[src/rtl/systolic_feeder.sv]
// Operand skew feeder for an N x N bit-level systolic multiplier array.
// Bit r of A and bit c of B are launched so they meet at cell (r,c) on step r+c.
//   state   | meaning
//   IDLE    | waiting for an operand pair, in_ready high
//   FEED    | step counter walks 0..N-1, one operand bit per row/column
//   DRAIN   | zero feed while the last partial products ripple through
//   DONE    | single-cycle done pulse, then back to IDLE
module systolic_feeder #(
    parameter int N            = 4,
    parameter int DRAIN_CYCLES = 2*N-1
) (
    input  logic         clk,
    input  logic         rst,
    input  logic         in_valid,
    output logic         in_ready,
    input  logic [N-1:0] a_in,
    input  logic [N-1:0] b_in,
    output logic [N-1:0] a_row,
    output logic [N-1:0] b_col,
    output logic         busy,
    output logic         done
);

    localparam int MAXC = (N > DRAIN_CYCLES) ? N : DRAIN_CYCLES;
    localparam int CW   = (MAXC > 1) ? $clog2(MAXC) : 1;
    localparam logic [CW-1:0] FEED_LAST  = CW'(N-1);
    localparam logic [CW-1:0] DRAIN_LAST = (DRAIN_CYCLES > 0) ? CW'(DRAIN_CYCLES-1) : '0;
    localparam logic [N-1:0]  ONE        = {{(N-1){1'b0}}, 1'b1};

    typedef enum logic [1:0] {
        S_IDLE  = 2'd0,
        S_FEED  = 2'd1,
        S_DRAIN = 2'd2,
        S_DONE  = 2'd3
    } state_t;

    state_t         state_q, state_d;
    logic [CW-1:0]  cnt_q, cnt_d;
    logic [N-1:0]   a_q, a_d;
    logic [N-1:0]   b_q, b_d;
    logic [N-1:0]   a_row_q, a_row_d;
    logic [N-1:0]   b_col_q, b_col_d;
    logic [N-1:0]   step_sel_d;

    always_ff @(posedge clk) begin
        if (rst) begin
            state_q <= S_IDLE;
            cnt_q   <= '0;
            a_q     <= '0;
            b_q     <= '0;
            a_row_q <= '0;
            b_col_q <= '0;
        end else begin
            state_q <= state_d;
            cnt_q   <= cnt_d;
            a_q     <= a_d;
            b_q     <= b_d;
            a_row_q <= a_row_d;
            b_col_q <= b_col_d;
        end
    end

    always_comb begin
        state_d = state_q;
        cnt_d   = cnt_q;
        a_d     = a_q;
        b_d     = b_q;
        unique case (state_q)
            S_IDLE: begin
                if (in_valid) begin
                    a_d     = a_in;
                    b_d     = b_in;
                    cnt_d   = '0;
                    state_d = S_FEED;
                end
            end
            S_FEED: begin
                if (cnt_q == FEED_LAST) begin
                    cnt_d   = '0;
                    state_d = (DRAIN_CYCLES == 0) ? S_DONE : S_DRAIN;
                end else begin
                    cnt_d = cnt_q + 1'b1;
                end
            end
            S_DRAIN: begin
                if (cnt_q == DRAIN_LAST) begin
                    cnt_d   = '0;
                    state_d = S_DONE;
                end else begin
                    cnt_d = cnt_q + 1'b1;
                end
            end
            S_DONE: begin
                cnt_d   = '0;
                state_d = S_IDLE;
            end
            default: begin
                cnt_d   = '0;
                state_d = S_IDLE;
            end
        endcase
    end

    // Outputs are precomputed from next state so each step lands in the cycle after its edge.
    always_comb begin
        step_sel_d = ONE << cnt_d;
        a_row_d    = '0;
        b_col_d    = '0;
        if (state_d == S_FEED) begin
            a_row_d = a_d & step_sel_d;
            b_col_d = b_d & step_sel_d;
        end
    end

    assign a_row    = a_row_q;
    assign b_col    = b_col_q;
    assign in_ready = (state_q == S_IDLE);
    assign busy     = (state_q != S_IDLE);
    assign done     = (state_q == S_DONE);

endmodule

[config.mk]
export PLATFORM = sky130hd
export DESIGN_NAME = systolic_feeder
export DESIGN_NICKNAME = d
export VERILOG_FILES = /design/src/rtl/systolic_feeder.sv
export SDC_FILE = /design/constraint.sdc
export NUM_CORES = 1
export LEC_CHECK = 0
export CELL_PAD_IN_SITES_DETAIL_PLACEMENT = 1
export CELL_PAD_IN_SITES_GLOBAL_PLACEMENT = 1
export CORE_MARGIN = 2
export CORE_UTILIZATION = 35
export DETAILED_ROUTE_END_ITERATION = 12
export GPL_ROUTABILITY_DRIVEN = 0
export PLACE_DENSITY = 0.75
export SYNTH_ARGS = -nofsm -noshare
export SYNTH_HDL_FRONTEND = slang
export SYNTH_SLANG_ARGS = --single-unit
[constraint.sdc]
create_clock -name clk -period 2.4 [get_ports clk]
set_clock_uncertainty 0.2 [all_clocks]
set_input_delay 0.48 -clock clk [delete_from_list [all_inputs] [get_ports clk]]
set_output_delay 0.48 -clock clk [all_outputs]
set_load 0.02 [all_outputs]
==> results.json <==
{
  "drive_above_1_share_pct": 9.40,
  "setup.worst_path.class": "register to primary output",
  "placed_area_sq_mm": 0.00114,
  "cts_setup_buffers": 0,
  "slew_violations": 0,
  "vias_per_cell": 4.97,
  "grt_pass1_vias": 692,
  "port_buffers": 21,
  "clock.fmax_ghz": 0.460,
  "drtPass1Iterations": 4,
  "routed_wl_microns": 2020,
  "power_mw": 0.650,
  "async_reset_ff_share_pct": 0,
  "worst_pin_slew_ns": 0.510,
  "drt_iter0_drc": 8,
  "globalRouteOverflowTotal": 0,
  "clockBufferDepth": 2,
  "finalSetupTns_ns": 0,
  "antenna_found_initial": 0,
  "wl_per_cell_microns": 13.7,
  "initial_core_util_pct": 36.5,
  "power_frac_seq_pct": 57.3,
  "dpl.hpwl_microns": 1620,
  "worst-path-max-fanout": 11,
  "ys_ff_latch": 21,
  "pin_count": 22,
  "design.die.area_sq_mm": 0.00298,
  "start_kind": "register",
  "p_clk_share_pct": 25.9,
  "die_y_microns": 54.6,
  "grt_pass1_wl_microns": 3270,
  "fill_cells": 286,
  "fin_crit_sh_pct": 90.6,
  "post-route-drc-count": 0,
  "p_comb_share_pct": 16.8,
  "htree_levels": 1,
  "power.density_mw_per_mm2": 555,
  "ys.flop_type": "dfxtp_1",
  "p_int_mw": 0.479,
  "synth_nets": 109,
  "ys_types": 29,
  "maxCapViolCount": 0,
  "syn_area_sq_um": 896,
  "ys_seq_area_share_pct": 46.9,
  "cp-end-kind": "primary output",
  "nets": 134,
  "arrival_ns": 1.49,
  "grt_usage_pct": 15.4,
  "fin_area_sq_mm": 0.00117,
  "period_minus_slack_ns": 2.17,
  "clock_latency_ns": 0.30,
  "synth_edf_count": 0,
  "hold_viol_final": 0,
  "yosysWarnings": 0,
  "maxSlewHeadroom_pct": 65.7,
  "crit_required_ns": 1.72,
  "synthToLayoutAreaGrowth_pct": 30.6,
  "run_status": "complete, no violations",
  "syn_avg_cell_area_sq_um": 9.63,
  "antennaDiodeCount": 0,
  "fin_util_pct": 47.7,
  "synthCells": 93,
  "hold_slack_ns": 0.308,
  "hp-class": "register to register",
  "grt_max_degree": 14,
  "irDropWorstVdd_uv": 341,
  "num_rows": 18,
  "path_clk_slew_ns": 0.12,
  "cts_buffers": 3,
  "grt_setup_unrepaired": "no",
  "num_vias": 731,
  "final_cell_mix": "dfxtp_1 (20), clkdlybuf4s50_1 (20), nor2_1 (12), mux2i_1 (8)",
  "leakagePower_nw": 0.455,
  "finalSetupViolCount": 0,
  "cts_tree": "done",
  "core_area_sq_mm": 0.00245,
  "switching_share_pct": 26.3,
  "dieWidth_microns": 54.6,
  "root_buffer": "clkbuf_4",
  "numClockSinks": 21,
  "power_switching_mw": 0.171,
  "ant_nets": 0
}
## stage by stage
stage,std cells,worst slack [ns]
5_1_grt,147,0.116
4_1_cts,147,0.0214
3_5_place_dp,143,0.163
6_report,147,0.226
3_3_place_gp,143,0.292
2_1_floorplan,93,0.680
## routing by layer
metal  vias up  part of all wire, %  track usage (%)
li1        363                    -                -
met1       353                   46             20.1
met2        13                   51             26.8
met3         2                  2.7             1.64
met4         0                 0.69             3.75
met5         -                    0                0
## area by class of cell
cell class,instances,area [sq um],area share (%)
Timing Repair Buffer,24,235,20.1
Tap cell,30,37.5,3.21
Sequential cell,21,422,36.0
Clock inverter,1,5.00,0.428
Inverter,6,22.5,1.93
Multi-Input combinational cell,62,425,36.4
Clock buffer,3,22.5,1.93
## worst paths after layout
| path | startpoint | end | slack, ns | cells after the start |
|---|---|---|---|---|
| hold reg to reg | b_q[3] | b_q[3] | 0.31 | 2 |
| setup / recovery | state_q[0] | busy | 0.23 | 2 |
| hold / removal | b_q[3] | b_q[3] | 0.31 | 2 |
| setup reg to reg | cnt_q[0] | a_row[0] | 0.40 | 6 |
## flip-flops by register name, summed over array words and instances, names as in the netlist
signal   count
cnt_q        3
a_q          4
a_row        4
state_q      2
b_col        4
b_q          4
## cells in the mapped netlist (all sizes together) (2+ instances only)
cell / n / area [sq um]
nand2b: 6 / 37.5
nor4: 4 / 25.0
inv: 6 / 22.5
mux2i: 8 / 80.1
nand3b: 2 / 15.0
dfxtp: 21 / 420
and2: 2 / 12.5
ha: 5 / 62.6
buf: 3 / 23.8
nor2: 12 / 45.0
o21a: 2 / 16.3
or2: 2 / 15.0
a21oi: 5 / 25.0
nor3: 4 / 20.0
## worst max-delay path: stages, from the launching register on
cell             delay (ns)
dfxtp_2                0.44
or2_4                  0.17
clkdlybuf4s50_1        0.59
## kinds of logic after synthesis
family,synth area share [%]
mux,8.94
buf+inv,5.59
compound gates,9.92
flops,46.9
fa+ha+maj,6.98
simple gates,21.6
## power groups by stage
| stage | Sequential (mW) | Clock, mW | Combinational (mW) |
|---|---|---|---|
| after floorplan | 0.379 | 0 | 0.0668 |
| after global placement | 0.380 | 0 | 0.107 |
| after detailed placement | 0.380 | 0 | 0.111 |
| after CTS | 0.372 | 0.177 | 0.112 |
| after global routing | 0.375 | 0.194 | 0.122 |
| final | 0.372 | 0.168 | 0.109 |
## what timing repair did
item | 4_1_cts | 5_1_grt
hold buffers | 0 | 0
endpoints found under the setup margin | 0 | 2
resized for setup | 0 | 2
(Power assumes the default switching activity.)
==> variant 1: new RTL, same flow settings <==
Set the parameter `N` to 2 (it was 4).
--- a/src/rtl/systolic_feeder.sv
+++ b/src/rtl/systolic_feeder.sv
@@ -6,7 +6,7 @@
 //   DRAIN   | zero feed while the last partial products ripple through
 //   DONE    | single-cycle done pulse, then back to IDLE
 module systolic_feeder #(
-    parameter int N            = 4,
+    parameter int N            = 2,
     parameter int DRAIN_CYCLES = 2*N-1
 ) (
     input  logic         clk,
Ports: changed (resized a_in, a_row, b_col and b_in); port bits go from 22 to 14. No check against the original RTL was run, so the function may have changed too.
==> variant 1 against the unedited design <==
Total power fell by 36%; sequential cell count decreased by 9; utilization is 2.2 points higher; die area shrank 40%; critical path type unchanged; area after synthesis shrank 43%; clock power shrank 31%; critical path depth rose by 1; setup slack gained 0.039 ns; sequential power decreased by 41%; fmax grew 1.8%; non-clock buffer count is 9 lower; routed wire length down 47%; cell area decreased by 43%.
==> variant 1: results (changes against the unedited design) <==
- R2R Setup Slk: 0.91 ns (+0.51 ns)
- Critical Path AT: 1.46 ns (-0.03 ns)
- Clk slew on worst S/H paths: 0.07 ns (-0.05 ns)
- Comb power frac: 19.1% (+2.3 points)
- HP Start: b_q[1]
- Sequential portion of the cell area: 36.2% (+0.12 points)
- Seq/Total Area, Yosys: 47.2% (+0.25 points)
- Reg2reg path depth: 4 (-2)
- Vias in the first global route: 416 (-40%)
- Routed via count: 414 (-43%)
- Met2 global-route usage: 21.3% (-5.5 points)
- Inverters: 2 (-4)
- Worst R2R End: b_col[0]
- Max-slew headroom: 75.5% (+9.8 points)
- Switching power total: 106 uW (-38%)
- Multi-input logic cell count: 37 (-40%)
- Switching Share: 25.5% (-0.85 points)
- Leakage: 0.000260 uW (-43%)
- Core box area: 1330 sq um (-46%)
- R2R Path Start: state_q[1]
- Syn Nets: 62 (-43%)
- # fillers: 163 (-43%)
- Design area: 664 sq um (-43%)
- Met1 usage: 16.8% (-3.3 points)
- Pin count of the biggest net entering global routing: 11 (-3)
- Post-synthesis cell type count: 21 (-28%)
- Input/output buffers: 13 (-38%)
- Post-synthesis adder-cell area fraction: 0% (-7.0 points)
- Total track usage: 14.2% (-1.1 points)
- Fraction of layout cells with a size suffix above 1: 10.1% (+0.74 points)
- Synth Area in Compound Gates: 8.35% (-1.6 points)
- Signal buf overhead: 21.8% (+1.7 points)
- Clock power share: 28.0% (+2.1 points)
- Non-clk bufs: 15 (-38%)
- Routed Wire Length: 1070 um (-47%)
- Clock-cell share of area: 3.39% (+1.0 points)
- Peak VDD IR: 0.317 mV (-7.0%)
- Status: finished clean
- Dpl hpwl: 850 um (-48%)
- Clk_lat worst skew: 0.26 ns (-0.04 ns)
- Min-Delay Endpoint: b_q[1]
- Largest cells by area after synthesis: dfxtp_1 (47%), nor2_1 (9.6%), mux2i_1 (7.9%)
- Nets@finish: 78 (-42%)
- Mux contribution to synthesized area: 7.86% (-1.1 points)
variant 1: cell count changes after synthesis, moves of 2 or more:
cell      change
mux2i_1       -4
nor3_1        -4
nand3_1       +2
inv_1         -4
nor4_1        -4
ha_1          -5
dfxtp_1       -9
nand2b_1      -5
variant 1: per-layer routing:
metal,vias up,routed length [um]
met1,187,505
met5,-,0
met3,2,58
li1,213,-
met4,0,19
met2,12,481
variant 1: kinds of logic (layout without fill, tap and decap cells):
group                  count (synthesis)  count (layout)
buffers and inverters                  6              20
multiplexers                           4               4
AO/OA/AOI/OAI                          7               7
flip-flops                            12              12
AND/OR/NAND/NOR                       26              26
variant 1: through the flow:
step	instances	hold WS, ns
final	84	0.287
after global routing	84	0.341
after CTS	84	0.296
after detailed placement	81	0.280
after global placement	81	0.268
after floorplan	55	0.256
variant 1: worst min-delay path, delay by kind of cell (launching register included):
kind / cells / cell delay [ns]
flops: 1 / 0.31
simple gates: 1 / 0.08
mux: 1 / 0.07
==> variant 2: new RTL, same flow settings <==
Without the edit above. Take the reset off `a_q` and `b_q` and load them in a clocked block of their own.
--- a/src/rtl/systolic_feeder.sv
+++ b/src/rtl/systolic_feeder.sv
@@ -46,18 +46,19 @@
         if (rst) begin
             state_q <= S_IDLE;
             cnt_q   <= '0;
-            a_q     <= '0;
-            b_q     <= '0;
             a_row_q <= '0;
             b_col_q <= '0;
         end else begin
             state_q <= state_d;
             cnt_q   <= cnt_d;
-            a_q     <= a_d;
-            b_q     <= b_d;
             a_row_q <= a_row_d;
             b_col_q <= b_col_d;
         end
+    end
+
+    always_ff @(posedge clk) begin
+        a_q <= a_d;
+        b_q <= b_d;
     end
 
     always_comb begin
Formal check against the unedited RTL: no difference found for any inputs over 10 cycles, from zero or initial values and one cycle with rst high; that may be too few to reach the edited logic, so the function may still have changed.
==> variant 2 against the unedited design <==
Combinational power grew 21%; sequential cell count stayed put; routed wire length shrank 6.2%; cell area down 0.64%; clock power shrank 4%; critical path type unchanged; hold slack worse by 0.021 ns; total power increased by 5.7%; final cell count is 7.5% lower; setup slack worse by 0.11 ns; fmax is 4.9% lower; global-route usage decreased by 1.5 points; area after synthesis rose by 2.7%; count of clock-buffer cells in the layout did not move.
==> variant 2: results (changes against the unedited design) <==
- Status: finished clean
- Min-Delay Endpoint: b_q[3]
- Largest cells by area after synthesis: dfxtp_1 (46%), ha_1 (6.8%), mux2_4 (6.5%)
- Fraction of layout cells with a size suffix above 1: 17.9% (+8.5 points)
- Global-route wire length before repair: 3260 um (-0.21%)
- Internal: 517 uW (+8.0%)
- HP Start: b_q[3]
- Met1 usage: 15.7% (-4.3 points)
- Router iterations before antenna repair: 2 (-2)
- Mean routed wirelength per cell: 13.9 um (+1.4%)
- R2R Setup Slk: 0.34 ns (-0.06 ns)
- Initial detailed-routing violation count: 6 (-2)
- Routed via count: 661 (-9.6%)
- Vias in the first global route: 697 (+0.72%)
- Final std cells w/o fill: 136 (-7.5%)
- Synth top cells by count: dfxtp_1 (21), nand2b_1 (6)
- Leakage: 0.000439 uW (-3.5%)
- Met3 usage: 4.45% (+2.8 points)
- Dpl cells: 132 (-7.7%)
- Synthesized area per cell: 10.9 sq um (+14%)
- Total track usage: 13.8% (-1.5 points)
- Met2 global-route usage: 23.5% (-3.3 points)
- # fillers: 288 (+0.70%)
- Hold depth: 1 (-1)
- Syn Nets: 100 (-8.3%)
- Critical Path AT: 1.61 ns (+0.12 ns)
- Seq/Total Area, Yosys: 45.7% (-1.2 points)
- Place WS: 0.139 ns (-0.0237 ns)
- Post-synthesis cell type count: 28 (-3.4%)
[variant 2: repair_timing]
item / 4_1_cts / 5_1_grt
gates resized for setup: 0 / 2
setup buffers: 0 / 0
hold buffers: 0 / 0
endpoints found under the setup margin: 0 / 3
[variant 2: power by group through the flow]
stage	logic, uW	registers, uW	clock network, uW
floorplan	88.9	399	0
global placement	129	398	0
detailed placement	133	401	0
CTS	134	393	175
global route	144	396	195
finish	132	393	162
[variant 2: worst max path at each step]
stage | startpoint | to | slack [ns] | cells after the start
final | state_q[1] | in_ready | 0.11 | 3
after floorplan | cnt_q[0] | a_row[0] | 0.66 | 6
after CTS | state_q[1] | in_ready | 0.02 | 3
after detailed placement | in_valid | a_row[0] | 0.14 | 5
after global routing | state_q[1] | in_ready | 0.03 | 3
after global placement | in_valid | b_col[1] | 0.24 | 5
[variant 2: critical path: cells and delay by family (launching register included)]
family                 cells  cell delay (ns)
and+or+nand+nor            1             0.28
DFF                        1             0.39
buffers and inverters      2             0.65
[variant 2: routing by layer]
| metal | routed length [um] | part of all wire, % |
|---|---|---|
| met1 | 823 | 43 |
| met2 | 932 | 49 |
| met3 | 114 | 6.0 |
| met4 | 23 | 1.2 |
| met5 | 0 | 0 |
[variant 2: layout make-up]
| cell class | instances | area [sq um] | share of cell area [%] |
|---|---|---|---|
| sequential | 21 | 423 | 36.4 |
| clock buffer | 3 | 22.5 | 1.94 |
| tap | 30 | 37.5 | 3.23 |
| clock inverter | 1 | 5.00 | 0.431 |
| timing repair buffer | 21 | 210 | 18.1 |
| inverter | 6 | 22.5 | 1.94 |
| multi-input combinational | 54 | 442 | 38.0 |
[variant 2: metrics by stage]
step,total power (uW),util (%),cell area (sq um)
final,687,46.9,1160
after global routing,736,46.9,1160
after CTS,702,46.8,1160
after detailed placement,535,45.7,1130
after global placement,527,45.7,1130
after floorplan,488,-,920
[variant 2: cell families after synthesis]
| family | synth area share (%) |
|---|---|
| multiplexers | 11.4 |
| AO/OA/AOI/OAI | 9.52 |
| buffers and inverters | 6.26 |
| adder cells (fa/ha/maj) | 6.80 |
| AND/OR/NAND/NOR | 20.3 |
| flip-flops | 45.7 |
